[src/rtl/muldiv_seq.sv]
// Sequential multiply/divide: shift-add multiply and restoring divide on magnitudes, sign fix in FIX.
// Latency WIDTH+1 edges (illegal op: 1); start is ignored while busy, with no queuing.
module muldiv_seq #(
   parameter int WIDTH = 32
) (
   input  logic             clk,
   input  logic             reset,
   input  logic             start,
   input  logic [2:0]       op,
   input  logic [WIDTH-1:0] a,
   input  logic [WIDTH-1:0] b,
   output logic             busy,
   output logic             done,
   output logic [WIDTH-1:0] Result,
   output logic [WIDTH-1:0] Long,
   output logic [3:0]       ALUFlags,
   output logic             divzero
);
   localparam logic [2:0] OP_UDIV = 3'b000;
   localparam logic [2:0] OP_SDIV = 3'b001;
   localparam logic [2:0] OP_MUL  = 3'b101;
   localparam logic [2:0] OP_SMUL = 3'b110;
   localparam logic [2:0] OP_UMUL = 3'b111;
   localparam int CW = $clog2(WIDTH);
   localparam logic [CW-1:0] CNT_TOP = CW'(WIDTH - 1);
   localparam logic [WIDTH-1:0] MIN_NEG = {1'b1, {(WIDTH-1){1'b0}}};

   typedef enum logic [1:0] {IDLE, CALC, FIX} state_t;

   state_t             state;
   logic [2:0]         op_q;
   logic [WIDTH-1:0]   mag_a;
   logic [WIDTH-1:0]   mag_b;
   logic               neg_q;
   logic               neg_rem;
   logic               bzero;
   logic               ovf;
   logic [2*WIDTH-1:0] acc;
   logic [CW-1:0]      cnt;

   logic               op_legal;
   logic               op_signed;
   logic               op_div;
   logic [WIDTH-1:0]   abs_a;
   logic [WIDTH-1:0]   abs_b;

   always_comb begin
      op_legal  = op inside {OP_UDIV, OP_SDIV, OP_MUL, OP_SMUL, OP_UMUL};
      op_signed = (op == OP_SDIV) || (op == OP_SMUL);
      op_div    = (op == OP_UDIV) || (op == OP_SDIV);
      abs_a     = (op_signed && a[WIDTH-1]) ? -a : a;
      abs_b     = (op_signed && b[WIDTH-1]) ? -b : b;
   end

   // Multiply keeps the multiplier in acc's low half; divide keeps {remainder, dividend/quotient}.
   logic [WIDTH:0]     mul_sum;
   logic [WIDTH:0]     rem_sh;
   logic [WIDTH:0]     div_diff;
   logic [2*WIDTH-1:0] acc_next;

   always_comb begin
      mul_sum  = {1'b0, acc[2*WIDTH-1:WIDTH]} + (acc[0] ? {1'b0, mag_a} : {(WIDTH+1){1'b0}});
      rem_sh   = acc[2*WIDTH-1:WIDTH-1];
      div_diff = rem_sh - {1'b0, mag_b};
      if ((op_q == OP_UDIV) || (op_q == OP_SDIV)) begin
         if (div_diff[WIDTH])
            acc_next = {rem_sh[WIDTH-1:0], acc[WIDTH-2:0], 1'b0};
         else
            acc_next = {div_diff[WIDTH-1:0], acc[WIDTH-2:0], 1'b1};
      end else begin
         acc_next = {mul_sum, acc[WIDTH-1:1]};
      end
   end

   logic [2*WIDTH-1:0] prod;
   logic [WIDTH-1:0]   quo;
   logic [WIDTH-1:0]   rem;
   logic [WIDTH-1:0]   fix_res;
   logic [WIDTH-1:0]   fix_long;
   logic               fix_n;
   logic               fix_z;
   logic               fix_v;
   logic               fix_dz;

   always_comb begin
      prod     = neg_q ? -acc : acc;
      quo      = neg_q ? -acc[WIDTH-1:0] : acc[WIDTH-1:0];
      rem      = neg_rem ? -acc[2*WIDTH-1:WIDTH] : acc[2*WIDTH-1:WIDTH];
      fix_res  = '0;
      fix_long = '0;
      fix_v    = 1'b0;
      fix_dz   = 1'b0;
      case (op_q)
         OP_UDIV, OP_SDIV: begin
            if (bzero) begin
               // Long returns the original dividend; re-signing |a| recovers it.
               fix_long = neg_rem ? -mag_a : mag_a;
               fix_dz   = 1'b1;
            end else begin
               fix_res  = quo;
               fix_long = rem;
               fix_v    = ovf;
            end
         end
         OP_MUL: fix_res = acc[WIDTH-1:0];
         OP_SMUL, OP_UMUL: begin
            fix_res  = prod[WIDTH-1:0];
            fix_long = prod[2*WIDTH-1:WIDTH];
         end
         default: ;
      endcase
      if ((op_q == OP_SMUL) || (op_q == OP_UMUL)) begin
         fix_n = fix_long[WIDTH-1];
         fix_z = ({fix_long, fix_res} == '0);
      end else begin
         fix_n = fix_res[WIDTH-1];
         fix_z = (fix_res == '0);
      end
   end

   always_ff @(posedge clk or posedge reset) begin
      if (reset) begin
         state    <= IDLE;
         op_q     <= '0;
         mag_a    <= '0;
         mag_b    <= '0;
         neg_q    <= 1'b0;
         neg_rem  <= 1'b0;
         bzero    <= 1'b0;
         ovf      <= 1'b0;
         acc      <= '0;
         cnt      <= '0;
         busy     <= 1'b0;
         done     <= 1'b0;
         Result   <= '0;
         Long     <= '0;
         ALUFlags <= '0;
         divzero  <= 1'b0;
      end else begin
         done <= 1'b0;
         case (state)
            IDLE: begin
               if (start) begin
                  op_q    <= op;
                  mag_a   <= abs_a;
                  mag_b   <= abs_b;
                  neg_q   <= op_signed && (a[WIDTH-1] ^ b[WIDTH-1]);
                  neg_rem <= op_signed && a[WIDTH-1];
                  bzero   <= (b == '0);
                  ovf     <= (op == OP_SDIV) && (a == MIN_NEG) && (b == '1);
                  acc     <= {{WIDTH{1'b0}}, (op_div ? abs_a : abs_b)};
                  cnt     <= CNT_TOP;
                  busy    <= 1'b1;
                  state   <= op_legal ? CALC : FIX;
               end
            end
            CALC: begin
               acc <= acc_next;
               cnt <= cnt - CW'(1);
               if (cnt == '0)
                  state <= FIX;
            end
            FIX: begin
               Result   <= fix_res;
               Long     <= fix_long;
               ALUFlags <= {fix_n, fix_z, 1'b0, fix_v};
               divzero  <= fix_dz;
               done     <= 1'b1;
               busy     <= 1'b0;
               state    <= IDLE;
            end
            default: state <= IDLE;
         endcase
      end
   end
endmodule

[config.mk]
export PLATFORM = sky130hd
export DESIGN_NAME = muldiv_seq
export DESIGN_NICKNAME = d
export VERILOG_FILES = /design/src/rtl/muldiv_seq.sv
export SDC_FILE = /design/constraint.sdc
export NUM_CORES = 1
export LEC_CHECK = 0
export CORE_MARGIN = 5
export CORE_UTILIZATION = 55
export DETAILED_ROUTE_END_ITERATION = 8
export PLACE_DENSITY_LB_ADDON = 0.05
export RECOVER_POWER = 25
export SETUP_SLACK_MARGIN = 0.2
export SYNTH_ARGS = -nofsm -noshare
export SYNTH_HDL_FRONTEND = slang
export SYNTH_SLANG_ARGS = --single-unit
export TNS_END_PERCENT = 10
[constraint.sdc]
create_clock -name clk -period 7.7 [get_ports clk]
set_input_delay 1.925 -clock clk [delete_from_list [all_inputs] [get_ports clk]]
set_output_delay 1.925 -clock clk [all_outputs]
set_load 0.02 [all_outputs]
**Yosys cells after proc, flatten, opt, wreduce, memory -nomap -nowiden**

Index checks and enable logic that the tools add are counted.

- Reductions and logical operators: 25
- Add/sub/neg operators: 9
- Equality and inequality tests: 14
- Bitwise operators: 1
- Muxes and demuxes: 31

Operators with widths:

| kind | number |
|---|---|
| two-way mux 32 bit | 9 |
| two-way mux 64 bit | 4 |
| negation 32 bit | 5 |
| one-hot mux 64 bit (2 select lines) | 1 |
| one-hot mux 32 bit (3 select lines) | 1 |
| equality test 32 bit (second input constant) | 2 |
| logical NOT 32 bit | 2 |
| logical NOT 64 bit | 1 |
| negation 64 bit | 1 |
| one-hot mux 32 bit (2 select lines) | 1 |
| adder 32 x 32 -> 33 bit | 1 |
| subtractor 33 x 32 -> 33 bit | 1 |
| equality test 3 bit (second input constant) | 6 |
| one-hot mux 5 bit (2 select lines) | 1 |
| two-way mux 1 bit | 8 |
| AND reduction 2 bit | 4 |
| equality test 3 x 1 -> 1 bit (second input constant) | 2 |
| logical NOT 3 bit | 2 |
| two-way mux 2 bit | 3 |
| logical AND 1 bit | 5 |
| logical NOT 5 bit | 1 |
| two-way mux 5 bit | 1 |
| nonzero test 5 bit | 1 |
| subtractor 5 x 1 -> 5 bit (second input constant) | 1 |
| other kinds (10) | 16 |

- Register bits after elaboration: 212
- Word-level logic and storage cells: 96
- Bits of input ports: 70
- Output and inout bits: 71

**Longest topological paths before layout**

- Depth after elaboration: 7
- Gate-level depth with buffers: 16
- Depth with buffers taken out: 15

**Worst setup path before layout**

OpenSTA, ideal clock, no wires.

- Path kind: input -> register
- From: input b[15]
- To: register acc[30]
- Arrival: 4,471 ps
- Setup time: 137 ps
- Stages on the path: 10
- Path slack: 3,092 ps
- Path buffers: 0
- Data required time: 7,563 ps
- Path through: or4_1 nor4_1 nor4b_1 nor3b_1 nand3b_1 o21ai_0 xor2_1 o21ai_0 a211oi_1 a21oi_1

- Word-level cells in the longest chain between the ends: 5

RTL lines:

| item | RTL line | text |
|---|---|---|
| start, declared | 11 | `input logic [WIDTH-1:0] b,` |
| negation 32 bit | 52 | `abs_b = (op_signed && b[WIDTH-1]) ? -b : b;` |
| two-way mux 32 bit | 52 |  |
| two-way mux 32 bit | 151 | `acc <= {{WIDTH{1'b0}}, (op_div ? abs_a : abs_b)};` |
| two-way mux 64 bit | 143 | `if (start) begin` |
| one-hot mux 64 bit (2 select lines) | 141 | `case (state)` |
| end signal, assigned | 151 |  |
| end signal, assigned | 158 | `acc <= acc_next;` |
| end, declared | 38 | `logic [2*WIDTH-1:0] acc;` |

No other way between the ends. The select of a mux whose other input is x is not followed.
A chain may end at the register's enable or synchronous reset.

**Worst setup path in the final report**

- From: register bzero
- To: register ALUFlags[2]

- Word-level cells in the longest chain between the ends: 4
- Elaborated cells on any way between the ends: 7
- Classes of those cells: 5 x mux; 2 x reduce/logical

RTL lines:

| item | RTL line | text |
|---|---|---|
| start, declared | 36 | `logic bzero;` |
| start signal, assigned | 149 | `bzero <= (b == '0);` |
| two-way mux 32 bit | 95 | `if (bzero) begin` |
| one-hot mux 32 bit (3 select lines) or one-hot mux 32 bit (2 select lines) (tied branches) | 93 | `case (op_q)` |
| logical NOT 64 bit or logical NOT 32 bit (tied branches) | 114, 117 |  |
| two-way mux 1 bit (*) | 112 | `if ((op_q == OP_SMUL) \|\| (op_q == OP_UMUL)) begin` |
| end signal, assigned | 166 | `ALUFlags <= {fix_n, fix_z, 1'b0, fix_v};` |
| end, declared | 16 | `output logic [3:0] ALUFlags,` |

Mark *: on every way between the ends. The rest lies on a longest branch, timed or not.

==> summary.md <==
| Metric | Value |
|---|---|
| Number of CTS-inserted buffers | `25` |
| Crit-path max FO | `33` |
| FF+latch count, synth | `212` |
| Floorplan Core Area | `32500 um2` |
| Number of hold buffers added after cts | `0` |
| Min Clock Period, post-route | `5.78 ns` |
| Number of synthesized flops with an enable pin | `0` |
| Fin. Hold Viols | `0` |
| Horizontal die dimension | `192 um` |
| Count of filler cells inserted in the layout | `2967` |
| Post-synth top cells | `sky130_fd_sc_hd__nand2_1, sky130_fd_sc_hd__o21ai_0, sky130_fd_sc_hd__dfrtp_1, sky130_fd_sc_hd__nor2_1, sky130_fd_sc_hd__a21oi_1` |
| Critical setup path kind | `reg2reg` |
| Number of maximum-capacitance violations | `3` |
| Worst Slack Setup Final | `1.92 ns` |
| Setup TNS | `0 ns` |
| Initial antenna violation count | `1` |
| Worst slack, placed | `2.13 ns` |
| First-pass GRT wire length | `102 mm` |
| Part of the cycle the worst path needs | `75.1%` |
| Clock Skews | `0.0243 ns` |
| Number of standard cells after synthesis | `2336` |
| Area overhead of the layout relative to synthesis | `13.5%` |
| Startpoint Class | `register` |
| Grt ovf | `0` |
| Combinational family with the most area after synthesis | `compound AO/OA/AOI/OAI gates` |
| Worst endpoint required time | `8.18 ns` |
| Cell at the root of the clock tree | `sky130_fd_sc_hd__clkbuf_16` |
| Global-route usage over all layers | `35.6%` |
| DR vias/cell | `6.61` |
| Biggest area contributors in the synthesized netlist | `sky130_fd_sc_hd__dfrtp_1, sky130_fd_sc_hd__o21ai_0, sky130_fd_sc_hd__nand2_1` |
| Final worst hold slack | `0.473 ns` |
| Total setup violations reported at the end of the flow | `0` |
| DR DRC count | `0` |
| Worst Min Path Start | `Long[21]` |
| Total power | `8.98 mW` |
| Final design utilization | `63.2%` |
| Post-synthesis average cell area | `7.76 um2` |
| Synth top area share | `29.3%` |
| Worst min-delay path class | `reg2reg` |
| Share of cell area taken by muxes after synthesis | `4.41%` |
| Register-to-register setup slack | `1.92 ns` |
| Final Slew Violations | `229` |
| Synth Warn # | `0` |
| Via count of the first global-routing pass | `17700` |
| Number of design-rule violations left by the first detailed-router iteration | `2269` |
| Outcome | `complete, but fails checks` |
| Synth cell types | `91` |
| Routed wirelength normalized by instance count | `23.4 um` |
| Tightest Pin Transition | `3.32 ns` |
| Row count | `66` |
| Final nets | `2517` |
| Final weighted congestion in routability-driven placement | `0.996` |
| Largest net degree at the start of global routing | `129` |
| Static Leak | `8.36 nW` |
| Number of sinks handled by clock tree synthesis | `212` |
| Achievable clock frequency | `0.173 GHz` |
| Power Density | `436 nW/um2` |
| Net count after synthesis | `2482` |
| Main flop type after synthesis | `sky130_fd_sc_hd__dfrtp_1` |
| Layout cell share with drive strength beyond 1 | `4.69%` |
| 1st-pass router iterations | `8` |
| Setup repair after global routing missed its margin | `no` |
| Worst rel slew slack | `-121%` |
| Number of I/O pins | `141` |
| Async S/R FF share, synth | `100%` |
| Die Height | `192 um` |
| Post-DP HPWL | `50.3 mm` |
| Clock latency on the worst-skew pair | `0.56 ns` |
| Die Footprint | `36700 um2` |
| Synth area leader | `sky130_fd_sc_hd__dfrtp_1` |
| Post-synthesis share of cell area spent on full adders, half adders and majority gates | `5.33%` |
| Part of the Yosys area used for sequential elements | `29.3%` |
| Critical Path Sink Type | `register` |
| Count of nets left with antenna violations after detail routing | `0` |
| Post-detailed-routing wire length | `66.3 mm` |
| Total vias in the final route | `18700` |
| Post-synthesis compound-gate area fraction | `25.4%` |
| Violations in the final reports | `capacitance limit, slew limit` |
| First element of the critical path | `bzero` |
| Post-Synth Simple-Gate Area | `21.9%` |
| Port Buf Inserts | `139` |
| Leading cell type by number of instances after synthesis | `sky130_fd_sc_hd__nand2_1` |
| Max rail drop VDD | `0.247 mV` |
| Clock Pin Slew Worst Setup and Hold Paths | `0.06 ns` |
| Area of the mapped netlist | `18100 um2` |
| Initial Util | `55.7%` |
| Crit path arrival time | `6.26 ns` |
| Xor/xnor cell area share of the yosys netlist | `8.56%` |
| TritonCTS clock tree | `built` |
| Clock tree buffer depth | `3` |
| Worst flop-to-flop path startpoint | `bzero` |
| Post-CTS Setup Bufs | `0` |
| Total number of H-tree levels | `1` |
| Post-cts sizing count | `0` |
-- state kept, by name, summed over array words and instances (netlist names) --
signal and cells:
neg_rem 1, ovf 1, mag_a 32, bzero 1
ALUFlags 3, state 2, acc 64, mag_b 32
neg_q 1, divzero 1, busy 1, Long 32
done 1, Result 32, cnt 5, op_q 3
-- placed cells by master, fill, tap and decap left out, types with 29 or more instances in the layout --
| cell type | n |
|---|---|
| sky130_fd_sc_hd__a211oi_1 | 57 |
| sky130_fd_sc_hd__a21oi_1 | 163 |
| sky130_fd_sc_hd__a22oi_1 | 35 |
| sky130_fd_sc_hd__and2_1 | 34 |
| sky130_fd_sc_hd__clkdlybuf4s50_1 | 136 |
| sky130_fd_sc_hd__dfrtp_1 | 212 |
| sky130_fd_sc_hd__ha_1 | 73 |
| sky130_fd_sc_hd__inv_1 | 79 |
| sky130_fd_sc_hd__mux2i_1 | 72 |
| sky130_fd_sc_hd__nand2_1 | 311 |
| sky130_fd_sc_hd__nand3_1 | 29 |
| sky130_fd_sc_hd__nand4_1 | 36 |
| sky130_fd_sc_hd__nor2_1 | 171 |
| sky130_fd_sc_hd__nor3_1 | 48 |
| sky130_fd_sc_hd__o21ai_0 | 251 |
| sky130_fd_sc_hd__o31ai_1 | 35 |
| sky130_fd_sc_hd__or3_1 | 31 |
| sky130_fd_sc_hd__xnor2_1 | 108 |
| sky130_fd_sc_hd__xor2_1 | 68 |
-- stage by stage --
| stage | area, um2 | std cells |
|---|---|---|
| 6_report | 20600 | 2834 |
| 3_3_place_gp | 19700 | 2786 |
| 5_1_grt | 20600 | 2832 |
| 4_1_cts | 20600 | 2832 |
| 2_1_floorplan | 18100 | 2336 |
| 3_5_place_dp | 19700 | 2786 |
-- critical path, cell delays in order (launching register included) --
cell and delay [ns]:
sky130_fd_sc_hd__dfrtp_1 0.33, sky130_fd_sc_hd__clkbuf_1 1.21, sky130_fd_sc_hd__nor2b_1 0.59, sky130_fd_sc_hd__nor2_2 0.20, sky130_fd_sc_hd__clkbuf_1 1.03, sky130_fd_sc_hd__nand2_1 0.34, sky130_fd_sc_hd__nand2_1 0.17, sky130_fd_sc_hd__a31oi_1 0.05
sky130_fd_sc_hd__a41o_1 0.27, sky130_fd_sc_hd__or4_1 0.55, sky130_fd_sc_hd__a2111o_1 0.40, sky130_fd_sc_hd__or3_1 0.39, sky130_fd_sc_hd__o21ai_1 0.14
-- final timing paths --
kind | endpoint | depth (start not counted)
worst max-delay path | ALUFlags[2] | 12
worst min-delay path | Long[21] | 2
max in group asynchronous | acc[5] | 3
worst min register to register | Long[21] | 2
worst max register to register | ALUFlags[2] | 12
min in group asynchronous | acc[50] | 2
-- logic make-up (layout without fill, tap and decap cells) --
logic type               count (synthesis)  after routing
buffers and inverters                  238            292
AND/OR/NAND/NOR                        818            818
XOR/XNOR                               177            177
flip-flops                             212            212
adder cells (fa/ha/maj)                 76             76
multiplexers                            78             78
AO/OA/AOI/OAI                          736            736
other                                    1              3
-- report_power, final --
part	total, mW	internal, mW	switching, mW
combinational	5.41	2.11	3.30
clock	1.29	0.779	0.509
sequential	2.28	1.58	0.701
total	8.98	4.47	4.51
-- metal layers --
layer,wire length (um),GRT usage [%]
met1,27600,50.0
met2,29600,55.2
met3,5830,4.75
met4,3360,15.8
met5,0,0
-- final cells by class --
type / count / area [um2] / share of cell area (%)
antenna: 2 / 5.00 / 0.0243
clock buffer: 32 / 702 / 3.41
clock inverter: 14 / 185 / 0.900
inverter: 81 / 305 / 1.48
multi-input combinational: 1886 / 11900 / 58.0
sequential: 212 / 5310 / 25.8
tap: 442 / 553 / 2.69
timing repair buffer: 165 / 1570 / 7.65
Power figures use the tool's default switching activity.
